### src/rtl/pipeline_hazard_ctrl.sv
// Pipeline hazard controller: PC / stage-register load and flush enables from memory waits, load-use and mispredicts.
// Optional perf counters under HAZARD_PERF_CNT_EN (stall_cyc_o, flush_cnt_o).
module pipeline_hazard_ctrl #(
  parameter int REG_IDX_W = 5,
  parameter int CNT_W     = 32
) (
  input  logic                 clk,
  input  logic                 rst,
  input  logic                 if_req_i,
  input  logic                 imem_resp_i,
  input  logic                 dmem_req_i,
  input  logic                 dmem_resp_i,
  input  logic [REG_IDX_W-1:0] id_rs1_i,
  input  logic [REG_IDX_W-1:0] id_rs2_i,
  input  logic [REG_IDX_W-1:0] ex_rd_i,
  input  logic                 ex_mem_read_i,
  input  logic                 ex_mispredict_i,
  output logic                 pc_load_o,
  output logic                 if_id_load_o,
  output logic                 id_ex_load_o,
  output logic                 ex_mem_load_o,
  output logic                 mem_wb_load_o,
  output logic                 if_id_flush_o,
  output logic                 id_ex_flush_o,
`ifdef HAZARD_PERF_CNT_EN
  output logic [CNT_W-1:0]     stall_cyc_o,
  output logic [CNT_W-1:0]     flush_cnt_o,
`endif
  output logic [1:0]           state_o
);

  typedef enum logic [1:0] {
    RUN   = 2'b00,
    IWAIT = 2'b01,
    DWAIT = 2'b10,
    KILL  = 2'b11
  } state_t;

  state_t state_q, state_d;

  logic dstall, istall, lu;
  logic pc_ld, if_id_ld, id_ex_ld, ex_mem_ld, mem_wb_ld, if_id_fl, id_ex_fl;
  logic mp_take;

  assign dstall = dmem_req_i & ~dmem_resp_i;
  assign istall = if_req_i & ~imem_resp_i;
  assign lu     = ex_mem_read_i & (ex_rd_i != '0) &
                  ((ex_rd_i == id_rs1_i) | (ex_rd_i == id_rs2_i));

  always_comb begin
    pc_ld     = 1'b0;
    if_id_ld  = 1'b0;
    id_ex_ld  = 1'b0;
    ex_mem_ld = 1'b0;
    mem_wb_ld = 1'b0;
    if_id_fl  = 1'b0;
    id_ex_fl  = 1'b0;
    mp_take   = 1'b0;
    state_d   = state_q;
    if (state_q == KILL) begin
      // Stale fetch still in flight: IF/ID keeps taking bubbles until it returns.
      if (!dstall) begin
        if_id_ld  = 1'b1;
        if_id_fl  = 1'b1;
        id_ex_ld  = 1'b1;
        ex_mem_ld = 1'b1;
        mem_wb_ld = 1'b1;
        pc_ld     = imem_resp_i;
        if (imem_resp_i) state_d = RUN;
      end
    end else if (dstall) begin
      // Keep tracking an outstanding fetch across a data wait.
      state_d = (state_q == IWAIT && !imem_resp_i) ? IWAIT : DWAIT;
    end else begin
      id_ex_ld  = 1'b1;
      ex_mem_ld = 1'b1;
      mem_wb_ld = 1'b1;
      if (ex_mispredict_i) begin
        pc_ld    = 1'b1;
        if_id_ld = 1'b1;
        if_id_fl = 1'b1;
        id_ex_fl = 1'b1;
        mp_take  = 1'b1;
        state_d  = istall ? KILL : RUN;
      end else if (lu) begin
        id_ex_fl = 1'b1;
        state_d  = istall ? IWAIT : RUN;
      end else if (istall) begin
        if_id_ld = 1'b1;
        if_id_fl = 1'b1;
        state_d  = IWAIT;
      end else begin
        pc_ld    = 1'b1;
        if_id_ld = 1'b1;
        state_d  = RUN;
      end
    end
  end

  always_ff @(posedge clk or posedge rst) begin
    if (rst) state_q <= RUN;
    else     state_q <= state_d;
  end

  assign pc_load_o     = pc_ld & ~rst;
  assign if_id_load_o  = if_id_ld & ~rst;
  assign id_ex_load_o  = id_ex_ld & ~rst;
  assign ex_mem_load_o = ex_mem_ld & ~rst;
  assign mem_wb_load_o = mem_wb_ld & ~rst;
  assign if_id_flush_o = if_id_fl & ~rst;
  assign id_ex_flush_o = id_ex_fl & ~rst;
  assign state_o       = state_q;

`ifdef HAZARD_PERF_CNT_EN
  logic [CNT_W-1:0] stall_cyc_q, stall_cyc_d;
  logic [CNT_W-1:0] flush_cnt_q, flush_cnt_d;

  always_comb begin
    stall_cyc_d = stall_cyc_q;
    flush_cnt_d = flush_cnt_q;
    if (!pc_ld && stall_cyc_q != '1) stall_cyc_d = stall_cyc_q + 1'b1;
    if (mp_take && flush_cnt_q != '1) flush_cnt_d = flush_cnt_q + 1'b1;
  end

  always_ff @(posedge clk or posedge rst) begin
    if (rst) begin
      stall_cyc_q <= '0;
      flush_cnt_q <= '0;
    end else begin
      stall_cyc_q <= stall_cyc_d;
      flush_cnt_q <= flush_cnt_d;
    end
  end

  assign stall_cyc_o = stall_cyc_q;
  assign flush_cnt_o = flush_cnt_q;
`endif

endmodule

### config.mk
export PLATFORM = sky130hd
export DESIGN_NAME = pipeline_hazard_ctrl
export DESIGN_NICKNAME = d
export VERILOG_FILES = /design/src/rtl/pipeline_hazard_ctrl.sv
export SDC_FILE = /design/constraint.sdc
export NUM_CORES = 1
export LEC_CHECK = 0
export BUFFER_PORTS_ARGS = -buffer_cell sky130_fd_sc_hd__buf_4
export CORE_AREA = 3 3 40 42
export CTS_BUF_LIST = sky130_fd_sc_hd__clkbuf_2
export CTS_CLUSTER_DIAMETER = 80
export DETAILED_ROUTE_END_ITERATION = 16
export DIE_AREA = 0 0 43 45
export PLACE_DENSITY = 0.59
export SYNTH_ARGS = -nofsm -noshare
export SYNTH_HDL_FRONTEND = slang
export SYNTH_SLANG_ARGS = --single-unit
### constraint.sdc
create_clock -name clk -period 1.1 [get_ports clk]
set_input_delay 0 -clock clk [delete_from_list [all_inputs] [get_ports clk]]
set_output_delay 0 -clock clk [all_outputs]
set_load 0.02 [all_outputs]
## Yosys cells after proc, flatten, opt, wreduce, memory -nomap -nowiden

Index checks and enable logic that the tools add are counted.

| storage, ports and cells | value |
|---|---|
| word-level logic and storage cells | 52 |
| register bits | 2 |
| input port bits | 23 |
| output and inout bits | 9 |

| cells by class | value |
|---|---|
| multiplexer cells | 28 |
| reductions and logical operators | 4 |
| bitwise operators | 13 |
| eq/ne operators | 6 |

Operators with widths:

| kind | count |
|---|---|
| $mux 1 | 21 |
| $mux 2 | 7 |
| $eq 5x5->1 | 2 |
| $and 1x1->1 | 9 |
| $reduce_bool 5->1 | 1 |
| $ne 2x2->1 const B | 2 |
| $not 1->1 | 3 |
| $eq 2x1->1 const B | 1 |
| $eq 2x2->1 const B | 1 |
| $reduce_and 2->1 | 1 |
| $logic_and 1x1->1 | 1 |
| $logic_not 1->1 | 1 |
| $or 1x1->1 | 1 |

## Depth between registers and ports, before layout

| depth | value |
|---|---|
| depth in word-level cells | 8 |
| depth in mapped cells | 5 |
| depth with buffers taken out | 5 |

## Least setup slack after synthesis

No wires, ideal clock.

| path | value |
|---|---|
| path kind | reg-to-output |
| from | reg state_q[1] (netlist: state_o[1]) |
| to | out if_id_flush_o |
| cell stages (with the launch flop) | 5 |
| path slack | -0.056 ns |
| data arrival time | 1.156 ns |
| required time | 1.100 ns |
| cells stage by stage | dfrtp_1 a21oi_1 nand2_1 nand2_1 a21oi_1 |

| between the ends | value |
|---|---|
| cells in the longest elaborated chain, start to end | 3 |

RTL lines:

| element | line | source |
|---|---|---|
| start: declaration | 39 | `state_t state_q, state_d;` |
| start signal: assignment | 102 | `else state_q <= state_d;` |
| $eq 2x2->1 | 60 | `if (state_q == KILL) begin` |
| $mux 1 | 60 |  |
| $and 1x1->1 | 110 | `assign if_id_flush_o = if_id_fl & ~rst;` |
| end: declaration | 23 | `output logic if_id_flush_o,` |

No other way between the ends.

## Worst setup path in the final report

| path | value |
|---|---|
| from | reg state_q[1] (netlist: state_o[1]) |
| to | out if_id_load_o |

| between the ends | value |
|---|---|
| cells in the longest elaborated chain, start to end | 3 |

RTL lines:

| element | line | source |
|---|---|---|
| $eq 2x2->1 | 60 |  |
| $mux 1 | 60 |  |
| $and 1x1->1 | 106 | `assign if_id_load_o = if_id_ld & ~rst;` |
| end: declaration | 19 | `output logic if_id_load_o,` |

No other way between the ends.

==> results by group <==
Floorplan
  • Row count: 13
  • Vert. Die Dim: 45 um
  • Die X-Extent: 43 um
  • Die area: 1940 um^2
  • Io pins: 32
  • Core area: 1280 um^2
  • Initial Util: 25.8%

Setup path
  • WP data arrival: 1.17 ns
  • Cells along the critical path: a21oi_2, buf_4, a21oi_1, buf_4
  • Crit-path max FO: 4
  • CP peak stage delay: 0.42 ns
  • Slowest CP cell: dfrtp_1
  • CP top delay family: flip-flops
  • Critical path required time: 1.10 ns
  • Startpoint Class: flip-flop
  • CP Buf/Inv Count: 2
  • Crit end category: output port
  • R2R setup slack: 0.05 ns
  • Setup CP Type: flip-flop to output port
  • CP most frequent cell: buf_4

Route
  • Wire per inst: 10.3 um
  • Pre-antenna DRT Iters: 4
  • Initial DRC count: 5
  • Residual DRC count: 0
  • Post-route ant nets: 0
  • Vias: 489
  • WL final: 1100 um
  • Via density: 4.61

Clock tree
  • Clk pin slew, worst setup/hold paths: 0.03 ns
  • Clock tree root driver cell: clkbuf_2
  • Clk_lat worst skew: 0.21 ns
  • Clock buffer depth: 2
  • CTS buffer count: 3
  • Number of H-tree levels: 1
  • CTS tree: done
  • Clk sinks: 2

Finish
  • Final Util: 54.7%
  • Nets: 116
  • Layout cells sized above 1: 58.2%
  • Max reg flops: 2
  • Antenna Cells: 0
  • P&R area growth vs syn: 112%
  • Cell area after layout: 703 um^2
  • Final cell count without fillers: 106

STA
  • Max Fclk: 0.856 GHz
  • Max-slew headroom: 85.0%
  • Total Neg Setup Slack: -0.207 ns
  • Crit share post-route: 106%
  • Setup violators final: 4
  • Slew Viols, Final: 0
  • Setup ws final: -0.0682 ns
  • Tightest Pin Transition: 0.226 ns
  • Clk_skew: 0.00344 ns
  • Hold slack: 0.0340 ns
  • RSZ-0062 raised after global routing: yes
  • Final Hold Vio Count: 0
  • Tmin final: 1.17 ns

Logic synthesis
  • Largest cells by area after synthesis: xor2_1 (16%), dfrtp_1 (15%), xnor2_1 (11%), a21oi_1 (9.1%), o21ai_0 (7.5%)
  • Syn avg cell area: 6.91 um^2
  • Seq/Total Area, Yosys: 15.1%
  • Synth Flop Type: dfrtp_1
  • Mapped Area: 332 um^2
  • Most frequent cells after synthesis: a21oi_1 (6), xor2_1 (6), nand2_1 (5), o21ai_0 (5)
  • Post-synthesis cell type count: 19
  • YS warnings: 0
  • Post-synth EDFFs: 0
  • Syn_nets: 71
  • #FFs+latches synth: 2
  • Synth top area share: 15.8%
  • Leading area contributor after synthesis: xor2_1
  • Cell count after synthesis: 48
  • Ys async rst share: 100%

Pwr
  • Max VDD drop: 285 uV
  • Leakage: 0.354 nW
  • Clock Power Share: 24.4%
  • Pwr Density: 715 nW/um^2
  • Share of power burned in registers: 18.1%
  • Switching Share: 37.0%
  • Internal power: 317 uW
  • Combinational power share: 57.5%
  • NetSw: 186 uW
  • Power Total: 503 uW

Place
  • Final HPWL DP: 915 um
  • Port buffer count: 31
  • Place WS: -0.0912 ns
  • Cells after DPL: 101
  • Area post-placement: 643 um^2
  • Gpl congestion: 0.659

GRT
  • Initial antenna violation count: 0
  • Vias in the first global route: 471
  • First-pass GRT wire length: 1700 um
  • Pin count of the biggest net entering global routing: 6
  • Total Routing Usage GR: 11.8%
  • Global route overflow: 0

Job
  • Max_cap viols: 0

Status
  • Failing checks: negative setup slack
  • Status: finished, violations left

Worst hold path
  • HP Class: input port to flip-flop
-- cells by family (layout without fill, tap and decap cells) --
logic type	after synthesis	after routing	share of synthesized area, %
buffers and inverters	6	49	9.05
XOR/XNOR	10	10	26.4
AO/OA/AOI/OAI	15	15	26.4
AND/OR/NAND/NOR	15	15	23.0
flip-flops	2	2	15.1
-- placed cells by master (no fill, tap or decap), drive strengths merged --
master,instances
a21oi,7
a22oi,1
dlygate4sd3,1
o21ai,6
nor2,2
or4,1
dfrtp,2
nand2b,1
xnor2,4
inv,4
or2,1
xor2,6
nor2b,1
o21a,1
nand2,5
nor3,2
buf,41
nand3,2
clkbuf,3
-- path summary, 6_finish.rpt --
kind	to	from	cells after the start
setup / recovery	if_id_load_o	state_o[1]$_DFFE_PP0P_	4
hold / removal	state_o[1]$_DFFE_PP0P_	imem_resp_i	2
setup reg to reg	state_o[1]$_DFFE_PP0P_	state_o[0]$_DFFE_PP0P_	5
hold reg to reg	state_o[1]$_DFFE_PP0P_	state_o[1]$_DFFE_PP0P_	3
max in group asynchronous	state_o[1]$_DFFE_PP0P_	rst	3
min in group asynchronous	state_o[0]$_DFFE_PP0P_	rst	3
-- cell type report --
cell class,instances,area [um^2]
Timing Repair Buffer,42,333
Fill cell,130,582
Inverter,4,15.0
Multi-Input combinational cell,40,272
Tap cell,15,18.8
Clock buffer,3,15.0
Sequential cell,2,50.0
-- power by group through the flow --
stage / clock network [mW] / registers, mW / logic, mW
after detailed placement: 0 / 0.0883 / 0.271
after global placement: 0 / 0.0884 / 0.268
after floorplan: 0 / 0.0999 / 0.109
after CTS: 0.121 / 0.0886 / 0.286
final: 0.123 / 0.0908 / 0.289
after global routing: 0.128 / 0.0917 / 0.313
-- timing repair --
action                                 CTS  global route
setup endpoints to repair                4             4
hold buffers                             1             0
endpoints found under the hold margin    2             0
pin swaps                                3             2
buffers inserted                         1             0
gates resized for setup                  5             3
-- metal layers --
metal	up-vias	share of wire, %	GRT usage [%]
li1	249	-	-
met1	207	37	11.8
met2	31	48	21.3
met3	2	14	5.18
met4	0	1.0	5.42
met5	-	0	0
Power figures use the tool's default switching activity.
